`src/rtl/ahbl_apb3_bridge.sv`:
```
// AHB-Lite slave to APB3 master bridge: each accepted AHB single becomes one APB SETUP/ACCESS pair.
// Optional feature macro AHBL_APB3_PSLVERR_EN: PSLVERR and watchdog expiry give a two-cycle AHB ERROR.
module ahbl_apb3_bridge #(
    parameter int ADDR_WIDTH = 12,
    parameter int TIMEOUT    = 0
) (
    input  logic                  HCLK,
    input  logic                  HRESETN,
    input  logic                  HSEL,
    input  logic [31:0]           HADDR,
    input  logic [1:0]            HTRANS,
    input  logic                  HWRITE,
    input  logic [2:0]            HSIZE,
    input  logic [31:0]           HWDATA,
    input  logic                  HREADY,
    output logic                  HREADYOUT,
    output logic                  HRESP,
    output logic [31:0]           HRDATA,
    output logic                  PSEL,
    output logic                  PENABLE,
    output logic                  PWRITE,
    output logic [ADDR_WIDTH-1:0] PADDR,
    output logic [31:0]           PWDATA,
    input  logic [31:0]           PRDATA,
    input  logic                  PREADY,
    input  logic                  PSLVERR
);

    localparam logic [2:0] ST_IDLE   = 3'd0;
    localparam logic [2:0] ST_WDATA  = 3'd1;
    localparam logic [2:0] ST_SETUP  = 3'd2;
    localparam logic [2:0] ST_ACCESS = 3'd3;
    localparam logic [2:0] ST_DONE   = 3'd4;
    localparam logic [2:0] ST_ERR1   = 3'd5;
    localparam logic [2:0] ST_ERR2   = 3'd6;

    localparam int CW = (TIMEOUT > 1) ? $clog2(TIMEOUT + 1) : 1;

`ifdef AHBL_APB3_PSLVERR_EN
    localparam logic ERR_EN = 1'b1;
`else
    localparam logic ERR_EN = 1'b0;
`endif

    logic [2:0]            state;
    logic [ADDR_WIDTH-1:0] addr_q;
    logic [CW-1:0]         wd_cnt;
    logic                  accept;
    logic                  timeout_hit;
    logic                  unused_inputs;

    assign accept        = HSEL & HREADY & HTRANS[1];
    assign unused_inputs = ^{HSIZE, HTRANS[0], HADDR[31:ADDR_WIDTH]};

    // The watchdog fires on the TIMEOUT-th stalled ACCESS cycle, so PSEL never outlives TIMEOUT ACCESS cycles.
    assign timeout_hit = (TIMEOUT > 0) && (wd_cnt == CW'(TIMEOUT - 1));

    always_ff @(posedge HCLK or negedge HRESETN) begin
        if (!HRESETN) begin
            state     <= ST_IDLE;
            HREADYOUT <= 1'b1;
            HRESP     <= 1'b0;
            HRDATA    <= 32'h0;
            PSEL      <= 1'b0;
            PENABLE   <= 1'b0;
            PWRITE    <= 1'b0;
            PADDR     <= '0;
            PWDATA    <= 32'h0;
            addr_q    <= '0;
            wd_cnt    <= '0;
        end else begin
            case (state)
                ST_IDLE, ST_DONE, ST_ERR2: begin
                    HREADYOUT <= 1'b1;
                    HRESP     <= 1'b0;
                    state     <= ST_IDLE;
                    if (accept) begin
                        HREADYOUT <= 1'b0;
                        addr_q    <= HADDR[ADDR_WIDTH-1:0];
                        if (HWRITE) begin
                            state <= ST_WDATA;
                        end else begin
                            // Reads skip the data-capture cycle and go straight to SETUP.
                            state   <= ST_SETUP;
                            PSEL    <= 1'b1;
                            PENABLE <= 1'b0;
                            PWRITE  <= 1'b0;
                            PADDR   <= HADDR[ADDR_WIDTH-1:0];
                        end
                    end
                end
                ST_WDATA: begin
                    state   <= ST_SETUP;
                    PWDATA  <= HWDATA;
                    PSEL    <= 1'b1;
                    PENABLE <= 1'b0;
                    PWRITE  <= 1'b1;
                    PADDR   <= addr_q;
                end
                ST_SETUP: begin
                    state   <= ST_ACCESS;
                    PENABLE <= 1'b1;
                    wd_cnt  <= '0;
                end
                ST_ACCESS: begin
                    if (PREADY) begin
                        PSEL    <= 1'b0;
                        PENABLE <= 1'b0;
                        if (!PWRITE) begin
                            HRDATA <= PRDATA;
                        end
                        if (ERR_EN && PSLVERR) begin
                            state <= ST_ERR1;
                            HRESP <= 1'b1;
                        end else begin
                            state     <= ST_DONE;
                            HREADYOUT <= 1'b1;
                        end
                    end else if (timeout_hit) begin
                        PSEL    <= 1'b0;
                        PENABLE <= 1'b0;
                        if (!PWRITE) begin
                            HRDATA <= 32'h0;
                        end
                        if (ERR_EN) begin
                            state <= ST_ERR1;
                            HRESP <= 1'b1;
                        end else begin
                            state     <= ST_DONE;
                            HREADYOUT <= 1'b1;
                        end
                    end else begin
                        wd_cnt <= wd_cnt + 1'b1;
                    end
                end
                ST_ERR1: begin
                    state     <= ST_ERR2;
                    HREADYOUT <= 1'b1;
                end
                default: begin
                    state     <= ST_IDLE;
                    HREADYOUT <= 1'b1;
                    HRESP     <= 1'b0;
                    PSEL      <= 1'b0;
                    PENABLE   <= 1'b0;
                end
            endcase
        end
    end

endmodule

```
`config.mk`:
```
export PLATFORM = sky130hd
export DESIGN_NAME = ahbl_apb3_bridge
export DESIGN_NICKNAME = d
export VERILOG_FILES = /design/src/rtl/ahbl_apb3_bridge.sv
export SDC_FILE = /design/constraint.sdc
export NUM_CORES = 1
export LEC_CHECK = 0
export CAP_MARGIN = 40
export CORE_UTILIZATION = 42
export DETAILED_ROUTE_END_ITERATION = 10
export GPL_ROUTABILITY_DRIVEN = 0
export PLACE_DENSITY = 0.81
export SYNTH_ARGS = -nofsm -noshare
export SYNTH_HDL_FRONTEND = slang
export SYNTH_SLANG_ARGS = --single-unit
```
`constraint.sdc`:
```
create_clock -name HCLK -period 2.2 [get_ports HCLK]
set_input_delay 0.44 -clock HCLK [delete_from_list [all_inputs] [get_ports HCLK]]
set_output_delay 0.44 -clock HCLK [all_outputs]
set_load 0.02 [all_outputs]
```
==> results of run 1 <==
[power breakdown]
| group | switching, mW | leakage [nW] | internal, mW |
|---|---|---|---|
| clock | 0.591 | 0.103 | 0.637 |
| sequential | 0.461 | 1.20 | 2.49 |
| combinational | 2.05 | 1.42 | 1.93 |
| total | 3.10 | 2.73 | 5.05 |
[flip-flops by register name, summed over array words and instances, names as in the netlist]
signal     flops
HRDATA        32
HREADYOUT      1
PADDR         12
PENABLE        1
PSEL           1
PWDATA        32
PWRITE         1
addr_q        12
state          3
[final cells by class]
cell class,instances,area (sq um)
inverter,5,18.8
fill,757,3280
clock inverter,5,81.3
tap,129,161
multi-input combinational,241,1540
sequential,95,2380
timing repair buffer,177,1780
clock buffer,10,128
[cells by family (layout without fill, tap and decap cells)]
group,count (synthesis),after routing,synth area share
other,1,1,0.000913
AND/OR/NAND/NOR,147,147,0.165
buffers and inverters,32,197,0.0469
multiplexers,45,45,0.123
flip-flops,95,95,0.579
AO/OA/AOI/OAI,48,48,0.0850
[timing repair]
action / in CTS / in global routing
setup buffers: 0 / 0
hold endpoints to repair: 13 / 0
hold buffers: 1 / 0
[routing by layer]
layer,wire [um],vias up
li1,-,1581
met1,4310,1607
met2,4960,117
met3,647,16
met4,155,0
met5,0,-
[cells in the final DEF (no fill, tap or decap), types with 2 or more instances in the layout]
master	netlist	final
nand2b_1	9	9
o22ai_1	9	9
nor4_1	4	4
a21oi_1	3	3
mux2_2	35	35
inv_1	5	5
or4_1	8	8
o31ai_1	8	8
nor3_4	2	2
buf_12	0	4
nor2_1	14	14
clkdlybuf4s50_1	0	161
mux2_1	9	9
bufinv_16	0	2
nand3_1	2	2
o21ai_0	3	3
nand2_1	100	100
a22o_1	2	2
o2bb2ai_1	8	8
buf_4	2	11
dfrtp_1	94	94
a211oi_1	12	12
nor2b_1	3	3
clkbuf_8	0	9
[final timing paths]
path                            from  cells past startpoint  slack [ps]    endpoint
max                        HREADYOUT                      1         250   HREADYOUT
min                        PWDATA[1]                      2         480   PWDATA[1]
max reg2reg                 state[1]                      4         480   HRDATA[4]
min reg2reg                PWDATA[1]                      2         480   PWDATA[1]
max in group asynchronous    HRESETN                      3         990  PWDATA[11]
min in group asynchronous    HRESETN                      2         550  HRDATA[30]
==> flow_summary.ini, run 1 <==
[detailed_routing]
wl_per_cell_um = 15.2
drtIter0Drc = 86
drtPass1Iterations = 4
drtAntennaViolNets = 0
post-route-drc-count = 0
drt-total-wl_mm = 10.1
via_per_inst = 5.02
vias = 3321

[hold_path]
hp-class = reg -> reg

[logic_synthesis]
netlist.top_cell.by_area = dfrtp_1
synth-async-reset-ratio = 1.00
synth_cell_types = 34
syn_nets = 476
synth_area_sq_um = 4110
syn_avg_cell_area_sq_um = 11.2
synth_top_area_share = 0.573
synthCells = 368
synth_top_flop_cell = dfrtp_1
synth.top_cells.by_count = nand2_1 (100), dfrtp_1 (94), mux2_2 (35)
yosysSeqAreaShare = 0.579
synth_edf_count = 0
ys_top_cells_by_area = dfrtp_1 (57%), mux2_2 (9.6%), nand2_1 (9.1%), mux2_1 (2.5%), a211oi_1 (2.2%)
ys_ff_latch = 95
yosys_warnings = 0
yosys.cell_count.top_type = nand2_1

[final_layout]
syn_to_final_growth_pct = 48.4
final_nets = 637
utilization = 0.650
n_antenna_cell = 0
layout.cells.non_filler = 662
fin_area_sq_um = 6090
drive_above_1_share = 0.128

[sta]
slew_viol_final = 0
fin_skew_ps = 15.2
setup_violations = 0
rsz0062_at_grt = no
timing.hold.ws_ps = 479
worst_slack_ps = 247
fin_crit_sh = 0.888
period_needed_ps = 1950
hold_viol = 0
clock.fmax_ghz = 0.512
setup_tns_ps = 0

[power]
power.total_mw = 8.15
ir_drop_mv = 0.695
p_leak_nw = 2.73
power.density_nw_per_um2 = 1340

[grt]
grt_usage = 0.206
grt_pass1_wl_mm = 16.2
met1_usage = 0.261
grt_use_met2 = 0.352
grt_pass1_vias = 3317
antenna_found_initial = 0
use_met3 = 0.0437
overflow = 0
top_usage_layer = met2
grt_start_max_net_pins = 47

[worst_setup_path]
crit_path_max_fanout = 2
critPathRequiredTime_ps = 1760
cp.buffers_inverters = 1
cp_cell_sequence = clkdlybuf4s50_1
criticalPathCategory = reg -> out
max_stage_delay_ps = 630
critPathSlowestCell = clkdlybuf4s50_1
endpoint_kind = output port
start_kind = flop
arrival_ps = 1510
critical-path-top-delay-family = buffers and inverters

[clocking]
clock_path_buffers = 2
clock_latency_ps = 350
numCtsBuffers = 9
clkTransAtPathRegs_ps = 80
cts_tree = yes
root_buffer = clkbuf_8
cts_resized = 0
h-tree-depth = 3
numClockSinks = 95

[place]
place_area_sq_um = 5870
dp.cells = 646
dp_hpwl_mm = 7.26
dp_slack_ps = 149
port_buffers = 162

[floorplanning]
initial_core_util = 0.438
die_y_um = 101
rows = 35
core_area_sq_um = 9370
io_pins = 189
dieArea_sq_um = 10200
dieWidth_um = 101

[job]
cap_violations = 0

[outcome]
status = finished, final reports clean
Power figures use the tool's default switching activity.
==> run 2: changes to the inputs <==
--- a/config.mk
+++ b/config.mk
@@ -6,6 +6,7 @@
 export NUM_CORES = 1
 export LEC_CHECK = 0
 export CAP_MARGIN = 40
+export CORE_ASPECT_RATIO = 0.9
 export CORE_UTILIZATION = 42
 export DETAILED_ROUTE_END_ITERATION = 10
 export GPL_ROUTABILITY_DRIVEN = 0
==> flow_summary.ini, run 2 (synthesis gave the netlist of run 1 again) <==
[outcome]
status = finished, final reports clean

[place]
dp_hpwl_mm = 6.96
port_buffers = 162
place_area_sq_um = 5860

[sta]
setup_tns_ps = 0
setup_violations = 0
fin_crit_sh = 0.871
period_needed_ps = 1920
rsz0062_at_grt = no
slew_headroom = 0.569
max_slew.worst_pin.slew_ps = 647
clock.fmax_ghz = 0.522
fin_skew_ps = 10.1
slew_viol_final = 0
hold_viol = 0

[detailed_routing]
drtAntennaViolNets = 0
via_per_inst = 4.99
drtIter0Drc = 143
drt-total-wl_mm = 9.91
vias = 3271
wl_per_cell_um = 15.1
drtPass1Iterations = 4
post-route-drc-count = 0

[grt]
antenna_found_initial = 0
grt_pass1_vias = 3300
grt_start_max_net_pins = 49
overflow = 0
grt_usage = 0.202
grt_pass1_wl_mm = 16.2

[final_layout]
utilization = 0.653
drive_above_1_share = 0.131
syn_to_final_growth_pct = 47.9
n_antenna_cell = 0
fin_area_sq_um = 6070
final_nets = 636
largestRegisters = HRDATA x32, PWDATA x32
final_cell_mix = clkdlybuf4s50_1 (161), nand2_1 (100), dfrtp_1 (94), mux2_2 (35), nor2_1 (14)
layout_commonest_cell = clkdlybuf4s50_1

[worst_setup_path]
start_kind = flop
criticalPathCategory = reg -> out
arrival_ps = 1480
worstSetupPathDepth = 1
cp.buffers_inverters = 1
cp_cell_sequence = clkdlybuf4s50_1
endpoint = HREADYOUT
endpoint_kind = output port
ff2ff_path_depth = 4
critPathLaunch = HREADYOUT
critPathRequiredTime_ps = 1760
r2r_setup_slack_ps = 500
crit_path_max_fanout = 2
critPathSlowestCell = clkdlybuf4s50_1
rr_endpoint = HRDATA[18]
max_stage_delay_ps = 600
r2r-start = state[0]
critical-path-top-delay-family = buffers and inverters

[clocking]
cts_resized = 0
hold_buffers = 0
numCtsBuffers = 9
cts_tree = yes
numClockSinks = 95
h-tree-depth = 3
clock_path_buffers = 2
root_buffer = clkbuf_8
clock_latency_ps = 350
cts_setup_buffers = 0
clkTransAtPathRegs_ps = 90

[floorplanning]
rows = 33
initial_core_util = 0.442
dieArea_sq_um = 10200
die_y_um = 95.8
core_area_sq_um = 9290
io_pins = 189
dieWidth_um = 106

[hold_path]
hp-class = in -> async

[power]
p_leak_nw = 2.72
ir_drop_mv = 0.873
power.density_nw_per_um2 = 1330

[job]
cap_violations = 0
==> run 2: layer usage <==
metal	track usage	vias to the layer above	routed length (um)
met1	0.258	1552	4300
met3	0.0582	10	760
met4	0.0556	0	127
met5	0	-	0
li1	-	1581	-
met2	0.338	128	4710
==> run 2: cell type report <==
cell class | instances | area, sq um
Multi-Input combinational cell | 241 | 1540
Clock buffer | 10 | 138
Clock inverter | 6 | 67.6
Sequential cell | 95 | 2380
Fill cell | 740 | 3220
Tap cell | 122 | 153
Timing Repair Buffer | 176 | 1770
Inverter | 5 | 18.8
==> run 2: how the worst min path moves through the flow <==
stage          startpoint         end  slack [ps]  cells past startpoint
2_1_floorplan     HRESETN   HRDATA[0]         140                      0
3_3_place_gp   PWDATA[25]  PWDATA[25]         460                      2
3_5_place_dp   PWDATA[15]  PWDATA[15]         460                      2
4_1_cts           HRESETN  HRDATA[22]         110                      1
5_1_grt           HRESETN    state[0]         140                      1
6_report          HRESETN  HRDATA[25]         110                      1
==> run 2: stage by stage <==
stage / power [mW] / setup slack (ps) / hold slack (ps) / instances
after detailed placement: 6.98 / 149 / 461 / 639
after floorplan: 5.15 / 622 / 144 / 368
after global routing: 8.66 / 245 / 144 / 655
after CTS: 8.18 / 259 / 115 / 655
final: 8.09 / 283 / 111 / 655
after global placement: 6.83 / 158 / 458 / 639
==> run 2: where the power goes <==
part	internal (mW)	switching [mW]	leakage, nW
combinational	1.94	2.04	1.42
clock	0.561	0.605	0.0989
sequential	2.49	0.458	1.20
==> run 3: changes to the inputs <==
--- a/config.mk
+++ b/config.mk
@@ -8,6 +8,7 @@
 export CAP_MARGIN = 40
 export CORE_ASPECT_RATIO = 0.9
 export CORE_UTILIZATION = 42
+export CTS_CLUSTER_SIZE = 20
 export DETAILED_ROUTE_END_ITERATION = 10
 export GPL_ROUTABILITY_DRIVEN = 0
 export PLACE_DENSITY = 0.81
==> results of run 3 <==
Final layout, timing and power as in run 2 (identical DEF).
